## src/rtl/rf_wb_arb_pkg.sv

```systemverilog
// Shared widths and starvation-FSM state encoding for the register-file write-port arbiter.
package rf_wb_arb_pkg;
  localparam int XLEN = 32;
  localparam int NREG = 32;
  localparam int AW   = 5;

  typedef enum logic [1:0] {
    ST_IDLE  = 2'd0,
    ST_WAIT  = 2'd1,
    ST_FORCE = 2'd2
  } arb_state_t;
endpackage

```

## src/rtl/rf_wb_arb_scoreboard.sv

```systemverilog
// Busy-register scoreboard: one flop per register of outstanding long-latency destinations,
// plus the three-port decode hazard lookup. RF_WB_ARB_EARLY_CLEAR_EN unmasks committing registers.
module rf_scoreboard
  import rf_wb_arb_pkg::*;
(
  input  logic            clk,
  input  logic            reset,
  input  logic            set_valid_i,
  input  logic [AW-1:0]   set_idx_i,
  input  logic            clr_en_i,
  input  logic [AW-1:0]   clr_idx_i,
  input  logic [AW-1:0]   rs1_i,
  input  logic [AW-1:0]   rs2_i,
  input  logic [AW-1:0]   rd_i,
  output logic            hazard_o,
  output logic [NREG-1:0] busy_o
);
  logic [NREG-1:0] busy_q, busy_d;
  logic [NREG-1:0] look;
  logic            set_en;

  assign set_en = set_valid_i && (set_idx_i != '0);

  // Clear first, then set, so a same-cycle set of the same index wins.
  always_comb begin
    busy_d = busy_q;
    if (clr_en_i) busy_d[clr_idx_i] = 1'b0;
    if (set_en)   busy_d[set_idx_i] = 1'b1;
    busy_d[0] = 1'b0;
  end

  always_ff @(posedge clk or posedge reset) begin
    if (reset) busy_q <= '0;
    else       busy_q <= busy_d;
  end

  always_comb begin
    look = busy_q;
`ifdef RF_WB_ARB_EARLY_CLEAR_EN
    if (clr_en_i && !(set_en && (set_idx_i == clr_idx_i))) look[clr_idx_i] = 1'b0;
`endif
    hazard_o = look[rs1_i] | look[rs2_i] | look[rd_i];
  end

  assign busy_o = busy_q;
endmodule

```

## src/rtl/rf_wb_arbiter.sv

```systemverilog
// Register-file write-port arbiter: pipeline WB has priority, a starvation FSM forces a WB
// bubble for the long-latency unit. Optional macro RF_WB_ARB_EARLY_CLEAR_EN (see scoreboard).
module rf_wb_arbiter
  import rf_wb_arb_pkg::*;
#(
  parameter int MAX_WAIT = 4
) (
  input  logic            clk,
  input  logic            reset,
  input  logic            pipe_we,
  input  logic [AW-1:0]   pipe_rd,
  input  logic [XLEN-1:0] pipe_wdata,
  input  logic            ext_issue,
  input  logic [AW-1:0]   ext_issue_rd,
  input  logic            ext_valid,
  input  logic [AW-1:0]   ext_rd,
  input  logic [XLEN-1:0] ext_wdata,
  output logic            ext_ready,
  input  logic [AW-1:0]   rs1_addr,
  input  logic [AW-1:0]   rs2_addr,
  input  logic [AW-1:0]   rd_addr,
  output logic            hazard_stall,
  output logic            force_stall,
  output logic            rf_write_en,
  output logic [AW-1:0]   rf_write_addr,
  output logic [XLEN-1:0] rf_write_value,
  output logic [NREG-1:0] busy_vec,
  output logic [1:0]      dbg_state_o
);
  localparam int CW = $clog2(MAX_WAIT) + 1;
  localparam logic [CW-1:0] LIMIT = CW'(MAX_WAIT - 1);

  // Handshake: ext result is accepted exactly when ext_valid && ext_ready in the same cycle.
  arb_state_t    state_q, state_d;
  logic [CW-1:0] wait_cnt_q, wait_cnt_d, cnt_inc;
  logic          handshake;

  assign ext_ready = !reset && !pipe_we;
  assign handshake = ext_valid && ext_ready;

  always_comb begin
    rf_write_en    = 1'b0;
    rf_write_addr  = '0;
    rf_write_value = '0;
    if (!reset) begin
      if (pipe_we) begin
        rf_write_en    = 1'b1;
        rf_write_addr  = pipe_rd;
        rf_write_value = pipe_wdata;
      end else if (ext_valid) begin
        rf_write_en    = 1'b1;
        rf_write_addr  = ext_rd;
        rf_write_value = ext_wdata;
      end
    end
  end

  always_comb begin
    state_d    = state_q;
    wait_cnt_d = wait_cnt_q;
    cnt_inc    = wait_cnt_q + 1'b1;
    case (state_q)
      ST_IDLE: begin
        if (ext_valid && !ext_ready) begin
          wait_cnt_d = CW'(1);
          state_d    = (CW'(1) >= LIMIT) ? ST_FORCE : ST_WAIT;
        end
      end
      ST_WAIT: begin
        if (handshake || !ext_valid) begin
          state_d    = ST_IDLE;
          wait_cnt_d = '0;
        end else begin
          wait_cnt_d = cnt_inc;
          if (cnt_inc >= LIMIT) state_d = ST_FORCE;
        end
      end
      ST_FORCE: begin
        // Pipe keeps the port if it ignores force_stall; otherwise ext got this slot.
        if (!pipe_we) begin
          state_d    = ST_IDLE;
          wait_cnt_d = '0;
        end
      end
      default: begin
        state_d    = ST_IDLE;
        wait_cnt_d = '0;
      end
    endcase
  end

  always_ff @(posedge clk or posedge reset) begin
    if (reset) begin
      state_q    <= ST_IDLE;
      wait_cnt_q <= '0;
    end else begin
      state_q    <= state_d;
      wait_cnt_q <= wait_cnt_d;
    end
  end

  assign force_stall = (state_q == ST_FORCE);
  assign dbg_state_o = state_q;

  a_force_gates_pipe: assert property (@(posedge clk) disable iff (reset) force_stall |-> !pipe_we);

  rf_scoreboard u_sb (
    .clk         (clk),
    .reset       (reset),
    .set_valid_i (ext_issue),
    .set_idx_i   (ext_issue_rd),
    .clr_en_i    (handshake),
    .clr_idx_i   (ext_rd),
    .rs1_i       (rs1_addr),
    .rs2_i       (rs2_addr),
    .rd_i        (rd_addr),
    .hazard_o    (hazard_stall),
    .busy_o      (busy_vec)
  );
endmodule

```

## config.mk

```make
export PLATFORM = sky130hd
export DESIGN_NAME = rf_wb_arbiter
export DESIGN_NICKNAME = d
export VERILOG_FILES = /design/src/rtl/rf_wb_arb_pkg.sv /design/src/rtl/rf_wb_arb_scoreboard.sv /design/src/rtl/rf_wb_arbiter.sv
export SDC_FILE = /design/constraint.sdc
export NUM_CORES = 1
export LEC_CHECK = 0
export CAP_MARGIN = 10
export CORE_UTILIZATION = 58
export DETAILED_ROUTE_END_ITERATION = 6
export DONT_BUFFER_PORTS = 1
export GPL_ROUTABILITY_DRIVEN = 0
export HOLD_SLACK_MARGIN = 0.03
export PLACE_DENSITY = 0.82
export SLEW_MARGIN = 20
export SYNTH_ARGS = -nofsm -noshare
export SYNTH_HDL_FRONTEND = slang
export SYNTH_SLANG_ARGS = --single-unit
export TNS_END_PERCENT = 20
```

## constraint.sdc

```tcl
create_clock -name clk -period 2.25 [get_ports clk]
set_clock_uncertainty 0.05 [all_clocks]
set_input_delay 0.45 -clock clk [delete_from_list [all_inputs] [get_ports clk]]
set_output_delay 0.45 -clock clk [all_outputs]
set_load 0.01 [all_outputs]
```

==> impl_metrics.tcl <==
set metrics [dict create \
    outcome "finished, violations left" \
    violations "negative setup slack" \
    hold_buffers 0 \
    setup-violations-final 1 \
    final_cell_mix "67 x o21ai_0, 37 x a22o_1, 31 x dfrtp_1" \
    leakage_nw 1.27 \
    tritoncts "built" \
    crit_path_end_kind "output port" \
    setup_ws_ps -254 \
    path_clk_slew_ps 70 \
    final_core_util 0.668 \
    coreArea_um2 4750 \
    hold_path_class "primary input to asynchronous set/reset pin" \
    port_buffers 0 \
    rows 25 \
    fmax_ghz 0.399 \
    grt_use_total 0.398 \
    cp_max_fo 4 \
    via_per_inst 7.54 \
    chipHeight_um 72.3 \
    ios 174 \
    hpwl_um 8090 \
    dr.pass1.iters 5 \
    period_minus_slack_ps 2500 \
    pwr-share-clk 0.201 \
    comb_power_share 0.378 \
    area.sequential_um2 907 \
    area_delta_synth_final_pct 10.7 \
    start_kind "flop" \
    grt_pass1_wl_um 14900 \
    required_ps 1750 \
    syn_area_um2 2870 \
    yosys_warnings 0 \
    synth_edf_count 0 \
    clockBufferDepth 2 \
    drc 0 \
    clock_latency_ps 290 \
    die_area_um2 5230 \
    seq_power_share 0.421 \
    synth_nets 386 \
    fin_crit_sh 1.11 \
    vdd_drop_max_mv 0.445 \
    rsz0062_at_grt "yes" \
    wl_per_cell_um 27.6 \
    cts_root_buf "clkbuf_8" \
    drt_iter0_drc 235 \
    hold_viol_final 0 \
    totalNegativeSetupSlack_ps -254 \
    final_layout_size_suffix_gt1_frac 0.232 \
    power_density_nw_per_um2 774 \
    ys_types 52 \
    drt-total-wl_um 10200 \
    grt_overflow 0 \
    power.internal_mw 1.56 \
    grt_pass1_vias 2584 \
    drtAntennaViolNets 0 \
    antennaDiodeCount 0 \
    grt_max_degree 42 \
    cts.sinks 36 \
    num_vias 2781 \
    timing_worst_setup_path_type "flop to output port" \
    syn-mean-instance-area_um2 10.1 \
    drv_slew 0 \
    p_sw_mw 0.893 \
    pre_cts_slack_ps 31.2 \
    async_flop_share 1.00 \
    synthFlopType "dfrtp_1" \
    worstPathArrival_ps 2000 \
    synthCells 285 \
    synth_seq_area_share 0.314 \
    p_sw_frac 0.363 \
    maxCapViolCount 0 \
    antenna_found_initial 1 \
    multi_input_area_um2 1830 \
    die_x_um 72.3 \
    fillCellCount 386 \
    ys_seq_elements 36 \
    fin_nets 403 \
    final_common_cell "o21ai_0" \
    numCtsBuffers 5 \
    cts_max_level 2 \
    initial_core_util 0.603 \
]
power groups by stage:
| stage | logic, mW | registers (mW) | clock network, mW |
|---|---|---|---|
| final | 0.927 | 1.03 | 0.494 |
| after global routing | 0.992 | 1.06 | 0.522 |
| after CTS | 0.920 | 1.02 | 0.499 |
| after detailed placement | 0.910 | 1.03 | 0 |
| after global placement | 0.879 | 1.02 | 0 |
| after floorplan | 0.574 | 1.02 | 0 |
state kept, by name (all words and copies together) (netlist names):
register / count
dbg_state_o: 2
u_sb.busy_o: 31
wait_cnt_q: 3
layer usage:
| layer | GRT usage | wire length (µm) | vias up |
|---|---|---|---|
| li1 | - | - | 1158 |
| met1 | 0.485 | 3570 | 1342 |
| met2 | 0.632 | 4820 | 239 |
| met3 | 0.150 | 1370 | 40 |
| met4 | 0.181 | 411 | 2 |
| met5 | 0 | 13 | - |
final timing paths:
| path | slack [ps] | start | to | depth (start not counted) |
|---|---|---|---|---|
| max | -250 | u_sb.busy_o[23]$_DFF_PP0_ | hazard_stall | 4 |
| min | 110 | reset | dbg_state_o[1]$_DFFE_PP0P_ | 2 |
| max reg2reg | 430 | wait_cnt_q[0]$_DFFE_PP0P_ | dbg_state_o[0]$_DFFE_PP0P_ | 5 |
| min reg2reg | 480 | wait_cnt_q[1]$_DFFE_PP0P_ | wait_cnt_q[1]$_DFFE_PP0P_ | 2 |
| max in group asynchronous | 1690 | reset | u_sb.busy_o[22]$_DFF_PP0_ | 2 |
| min in group clk | 250 | pipe_we | dbg_state_o[1]$_DFFE_PP0P_ | 2 |
synthesized netlist by cell type (2+ instances only):
cell type / count / area share
buf_2: 5 / 0.0087
a22o_1: 37 / 0.11
nand4_1: 2 / 0.0044
buf_6: 2 / 0.0079
nor2_1: 9 / 0.012
nor3_1: 3 / 0.0052
clkbuf_1: 7 / 0.0092
mux4_1: 5 / 0.046
a21oi_1: 3 / 0.0052
nand2b_1: 4 / 0.0087
inv_1: 7 / 0.0092
nand3b_1: 8 / 0.021
nor3b_1: 3 / 0.0079
nand3_1: 8 / 0.014
mux4_2: 14 / 0.11
buf_4: 2 / 0.0052
dfrtp_1: 36 / 0.31
ha_1: 2 / 0.0087
o21ai_0: 67 / 0.12
nand2_1: 12 / 0.016
or3b_2: 2 / 0.0061
mux2i_1: 12 / 0.042
nor2b_1: 6 / 0.013
critical path: stages, from the launching register on:
cell and delay [ps]:
dfrtp_1 450, mux4_2 470, o211a_1 270, a2111oi_4 310, nand4_1 220
area by class of cell:
cell class / count / share of cell area
multi-input combinational: 223 / 0.577
inverter: 7 / 0.00828
timing repair buffer: 29 / 0.0725
sequential: 36 / 0.286
tap: 67 / 0.0264
clock buffer: 7 / 0.0304
logic make-up (layout without fill, tap and decap cells):
logic type,Yosys count,count (layout),synth area share
adder cells (fa/ha/maj),2,2,0.00873
other,1,1,0.00131
buffers and inverters,26,43,0.0498
XOR/XNOR,1,1,0.00306
AND/OR/NAND/NOR,66,66,0.135
multiplexers,32,32,0.202
flip-flops,36,36,0.314
AO/OA/AOI/OAI,121,121,0.286
stage by stage:
step	instances	hold slack [ps]	instance area [µm²]	power, mW
6_report	369	106	3170	2.46
2_1_floorplan	285	426	2880	1.59
5_1_grt	369	139	3170	2.57
3_5_place_dp	361	424	3060	1.94
4_1_cts	369	111	3170	2.44
3_3_place_gp	361	413	3060	1.89
what timing repair did:
action                     in CTS  in global routing
setup endpoints to repair       1                  1
pin swaps                       2                  1
resized for setup               5                  1
setup buffers                   1                  0
No activity file was read; power rests on OpenSTA's default activity.
